==> src/rtl/get_pins_pipeline.sv <==
// get_pins_leaf_ff
//   One storage bit of the pipeline. It is kept as a distinct module so that
//   every data bit is a named leaf instance with a fixed pin set for SDC
//   pin queries.
//   Ports: clk (rising edge), rst (async active-high, clears Q),
//          en (load enable), D (next value), Q (stored value).
module get_pins_leaf_ff (
    input  logic clk,
    input  logic rst,
    input  logic en,
    input  logic D,
    output logic Q
);

    always_ff @(posedge clk or posedge rst) begin
        if (rst) begin
            Q <= 1'b0;
        end else if (en) begin
            Q <= D;
        end
    end

endmodule

// get_pins_pipeline
//   LANES independent bit lanes pass through DEPTH valid/ready register
//   stages. Lane j is inverted at stage-0 capture when INV_MASK[j] is set.
//   Each data bit is one get_pins_leaf_ff. The instance path is
//   u_s[i].u_l[j].u_ff, and its pins are clk/rst/en/D/Q.
//   Ports:
//     clk        rising-edge clock
//     rst        asynchronous active-high reset
//     in_valid   upstream beat valid
//     in_ready   a beat can be accepted this cycle
//     data_in    upstream lane data
//     out_valid  last stage holds a beat
//     out_ready  downstream accepts the beat
//     data_out   lane data of the last stage
//     occupancy  number of valid stages (0..DEPTH)
//     beat_count beats delivered downstream, wrapping at 2^CNT_W
module get_pins_pipeline #(
    parameter int               LANES    = 2,
    parameter int               DEPTH    = 2,
    parameter logic [LANES-1:0] INV_MASK = 2'b01,
    parameter int               CNT_W    = 8
) (
    input  logic                       clk,
    input  logic                       rst,
    input  logic                       in_valid,
    output logic                       in_ready,
    input  logic [LANES-1:0]           data_in,
    output logic                       out_valid,
    input  logic                       out_ready,
    output logic [LANES-1:0]           data_out,
    output logic [$clog2(DEPTH+1)-1:0] occupancy,
    output logic [CNT_W-1:0]           beat_count
);

    localparam int OCC_W = $clog2(DEPTH + 1);

    logic [DEPTH-1:0]            vld;
    logic [DEPTH-1:0]            adv;
    logic [DEPTH-1:0]            load;
    logic [DEPTH-1:0]            en;
    logic [DEPTH-1:0][LANES-1:0] q;

    // The ready chain runs from the output back to the input in one block.
    // A stage can move forward when the next stage is empty or is itself
    // moving forward, so a bubble anywhere lets the stages above it collapse.
    always_comb begin
        adv  = '0;
        load = '0;
        en   = '0;
        adv[DEPTH-1] = vld[DEPTH-1] & out_ready;
        for (int i = DEPTH - 2; i >= 0; i--) begin
            adv[i] = vld[i] & (~vld[i+1] | adv[i+1]);
        end
        for (int i = 0; i < DEPTH; i++) begin
            load[i] = ~vld[i] | adv[i];
        end
        // Data flops only load when a real beat arrives, so bubbles and X on
        // idle inputs never disturb stored bits.
        en[0] = load[0] & in_valid;
        for (int i = 1; i < DEPTH; i++) begin
            en[i] = load[i] & vld[i-1];
        end
    end

    // Stage boundary: valid bits
    always_ff @(posedge clk or posedge rst) begin
        if (rst) begin
            vld <= '0;
        end else begin
            vld[0] <= (in_valid & load[0]) | (vld[0] & ~adv[0]);
            for (int i = 1; i < DEPTH; i++) begin
                if (load[i]) begin
                    vld[i] <= adv[i-1];
                end
            end
        end
    end

    // Stage boundary: data bits, one leaf flop per stage and lane
    for (genvar i = 0; i < DEPTH; i++) begin : u_s
        logic [LANES-1:0] src;
        if (i == 0) begin : g_src_in
            assign src = data_in ^ INV_MASK;
        end else begin : g_src_stage
            assign src = q[i-1];
        end
        for (genvar j = 0; j < LANES; j++) begin : u_l
            get_pins_leaf_ff u_ff (
                .clk (clk),
                .rst (rst),
                .en  (en[i]),
                .D   (src[j]),
                .Q   (q[i][j])
            );
        end
    end

    // Stage boundary: delivered-beat counter
    always_ff @(posedge clk or posedge rst) begin
        if (rst) begin
            beat_count <= '0;
        end else if (adv[DEPTH-1]) begin
            beat_count <= beat_count + 1'b1;
        end
    end

    always_comb begin
        occupancy = '0;
        for (int i = 0; i < DEPTH; i++) begin
            occupancy = occupancy + OCC_W'(vld[i]);
        end
    end

    assign in_ready  = load[0];
    assign out_valid = vld[DEPTH-1];
    assign data_out  = q[DEPTH-1];

endmodule

==> config.mk <==
export PLATFORM = sky130hd
export DESIGN_NAME = get_pins_pipeline
export DESIGN_NICKNAME = d
export VERILOG_FILES = /design/src/rtl/get_pins_pipeline.sv
export SDC_FILE = /design/constraint.sdc
export NUM_CORES = 1
export LEC_CHECK = 0
export ABC_AREA = 1
export CAP_MARGIN = 30
export CORE_MARGIN = 10
export CORE_UTILIZATION = 48
export DETAILED_ROUTE_END_ITERATION = 10
export PLACE_DENSITY = 0.81
export SETUP_SLACK_MARGIN = 0.2
export SLEW_MARGIN = 20
export SYNTH_ARGS = -nofsm -noshare
export SYNTH_HDL_FRONTEND = slang
export SYNTH_SLANG_ARGS = --single-unit
==> constraint.sdc <==
create_clock -name clk -period 2.6 [get_ports clk]
set_clock_uncertainty 0.2 [all_clocks]
set_input_delay 0.52 -clock clk [delete_from_list [all_inputs] [get_ports clk]]
set_output_delay 0.52 -clock clk [all_outputs]
set_load 0.02 [all_outputs]
==> summary.txt <==
Floorplan
  • Die Wd: 57.5 µm
  • # rows: 13
  • DIE HEIGHT: 57.5 µm
  • Core box area: 1320 µm²
  • Full die area: 3300 µm²
  • Initial core utilization: 51.1%
  • IO Count: 20

Setup path
  • CP startpoint kind: flop
  • Crit. End Element: output pin
  • Worst Path Max Fanout: 6
  • Reg2Reg Capture Point: beat_count[6]$_DFFE_PP0P_
  • Crit path required time: 1.88 ns
  • Worst EP arrival: 1.54 ns
  • R2r startpoint: beat_count[0]$_DFFE_PP0P_
  • Reg2Reg Depth: 6
  • Critical path, cell by cell: ha_1, clkdlybuf4s50_1
  • Worst path max stage delay: 0.60 ns
  • Worst setup path class: reg2out
  • CP max-delay cell: clkdlybuf4s50_1
  • Reg2Reg Setup Slack: 1.29 ns

Pwr
  • LEAKAGE: 0.454 nW
  • Worst vdd ir: 0.603 mV
  • Combinational power share: 43.2%
  • Net Sw Frac: 38.3%
  • Pwr Density: 897 nW/µm²
  • Switch Pwr: 0.309 mW
  • Clk pwr share: 14.2%
  • P_int: 0.497 mW
  • Reg power frac: 42.6%

STA
  • Hold WS: 0.289 ns
  • Slew Limit Fails: 0
  • Max-Slew Margin vs Limit: 65.3%
  • Slew of the pin with the lowest slew margin: 0.520 ns
  • Final number of hold-violating endpoints: 0
  • F_max: 442 MHz
  • RSZ-0062 raised after global routing: false
  • Fin crit period: 2.26 ns
  • Final setup fails: 0
  • Period utilization: 87.1%
  • Sum Neg Setup Slack: 0 ns
  • Final setup margin: 0.335 ns

Clock tree
  • Clock root cell: clkbuf_4
  • TritonCTS sink count: 14
  • Clk slew on worst S/H paths: 0.08 ns
  • CTS buffer count: 3
  • CTS max path bufs: 2
  • CTS HTree Levels: 1
  • Skew-Pair Late Insertion Delay: 0.27 ns
  • Postcts setup bufs: 0
  • CTS tree: done

Finish
  • Number of inserted diodes: 0
  • Commonest non-fill, non-tap cell in the layout: nand2_1
  • Synth-to-layout area growth: 33.5%
  • Highest-count cells in the layout ignoring fill and taps: nand2_1, clkdlybuf4s50_1, dfrtp_1
  • Nets: 104
  • Share of cells above drive strength 1: 12.8%

GRT
  • Total GRT Usage: 8.54%
  • Vias in the first global route: 525
  • GRT overflow: 0
  • Largest net degree at the start of global routing: 15
  • First-pass GRT wire length: 2.32 mm
  • Initial antenna violation count: 0

Job
  • Max Cap Violations: 0

Synthesis
  • Register area share after synthesis: 52.0%
  • Post-Syn Instances: 73
  • #FFs+latches synth: 14
  • Total of warnings raised by yosys: 0
  • Distinct cell type count after synthesis: 17
  • Post-Syn Area per Cell: 9.22 µm²
  • Syn Nets: 81
  • Mapped Area: 673 µm²

Hold path
  • Hold Crit Class: reg2reg
  • Worst hold path cell count: 2
  • WHS Endpoint: u_s[1].u_l[0].u_ff.Q$_DFFE_PP0P_
  • Worst hold start: u_s[1].u_l[0].u_ff.Q$_DFFE_PP0P_

Placed design
  • Placer congestion estimate: 0.782
  • Port buffer count: 19
  • Final HPWL DP: 1.13 mm
  • Place WS: 0.0893 ns

Routing
  • Per-cell routed wire length: 12.8 µm
  • Via count: 506
  • Via density: 4.64
  • Final WL: 1.39 mm
  • # DRC: 0
  • Initial DRC count: 7
  • ANT nets after route: 0
  • 1st-pass router iterations: 4

Run status
  • Status: finished, final reports clean
[synthesized netlist by cell type]
cell type  number  area share, %
mux2_2          1            1.7
nand3b_1        1            1.1
xnor2_1         2            2.6
nand2_1        21             12
buf_4           2            2.2
nor2_4          2            3.3
nand2_2         3            2.8
inv_1          12            6.7
nand4_1         1           0.93
ha_1            2            3.7
xor2_1          2            2.6
a21oi_1         1           0.74
o21ai_0         2            1.5
nand3_1         3            2.2
nor2_1          2            1.1
nand3_2         2            3.0
dfrtp_1        14             52
[metal layers]
layer	share of wire (%)	track usage [%]	up-vias
li1	-	-	264
met1	41	9.43	232
met2	51	14.0	8
met3	7.0	3.98	2
met4	0.72	3.02	0
met5	0	0	-
[cell type report]
class	count	area (µm²)
clock buffers	3	22.5
fillers	103	419
inverters	12	45.0
multi-input cells	45	263
flip-flops and latches	14	350
well taps	15	18.8
repair buffers	20	199
[critical path: cells and delay by family (launching register included)]
family                   cells  cell delay, ns
flip-flops                   1            0.48
adder cells (fa/ha/maj)      1            0.20
buffers and inverters        1            0.60
[cells by family (layout without fill, tap and decap cells)]
family / Yosys count / in the layout / synth area share, %
xor+xnor: 4 / 4 / 5.21
fa+ha+maj: 2 / 2 / 3.72
simple gates: 35 / 35 / 26.2
flops: 14 / 14 / 52.0
mux: 1 / 1 / 1.67
compound gates: 3 / 3 / 2.23
buf+inv: 14 / 35 / 8.92
[stage by stage]
| stage | util [%] | total power, mW | instances | cell area, µm² |
|---|---|---|---|---|
| 4_1_cts | 68.0 | 0.820 | 109 | 896 |
| 3_5_place_dp | 66.4 | 0.704 | 106 | 875 |
| 6_report | 68.2 | 0.806 | 109 | 898 |
| 5_1_grt | 68.2 | 0.873 | 109 | 898 |
| 2_1_floorplan | - | 0.548 | 73 | 673 |
| 3_3_place_gp | 66.4 | 0.691 | 106 | 875 |
[flip-flops by register name (all words and copies together) (netlist names)]
register / flops
vld: 2
beat_count: 8
u_s.u_l.u_ff.Q: 4
[how the worst max path moves through the flow]
stage / startpoint / end / slack [ns] / cells past startpoint
floorplan: vld[1]$_DFFE_PP0P_ / occupancy[0] / 0.97 / 1
global placement: out_ready / in_ready / 0.1 / 4
detailed placement: out_ready / in_ready / 0.09 / 4
CTS: vld[1]$_DFFE_PP0P_ / occupancy[0] / 0.21 / 2
global route: vld[1]$_DFFE_PP0P_ / occupancy[1] / 0.26 / 2
finish: vld[1]$_DFFE_PP0P_ / occupancy[1] / 0.34 / 2
[timing repair]
item,4_1_cts,5_1_grt
resized for setup,1,1
pin swaps,0,0
setup endpoints to repair,1,1
hold buffers,0,0
[power by group through the flow]
stage	registers (mW)	logic, mW	clock network, mW
floorplan	0.394	0.154	0
global placement	0.345	0.346	0
detailed placement	0.348	0.356	0
CTS	0.345	0.357	0.119
global route	0.354	0.385	0.134
finish	0.343	0.348	0.115
Note: power is estimated with default switching activity, not from simulation.
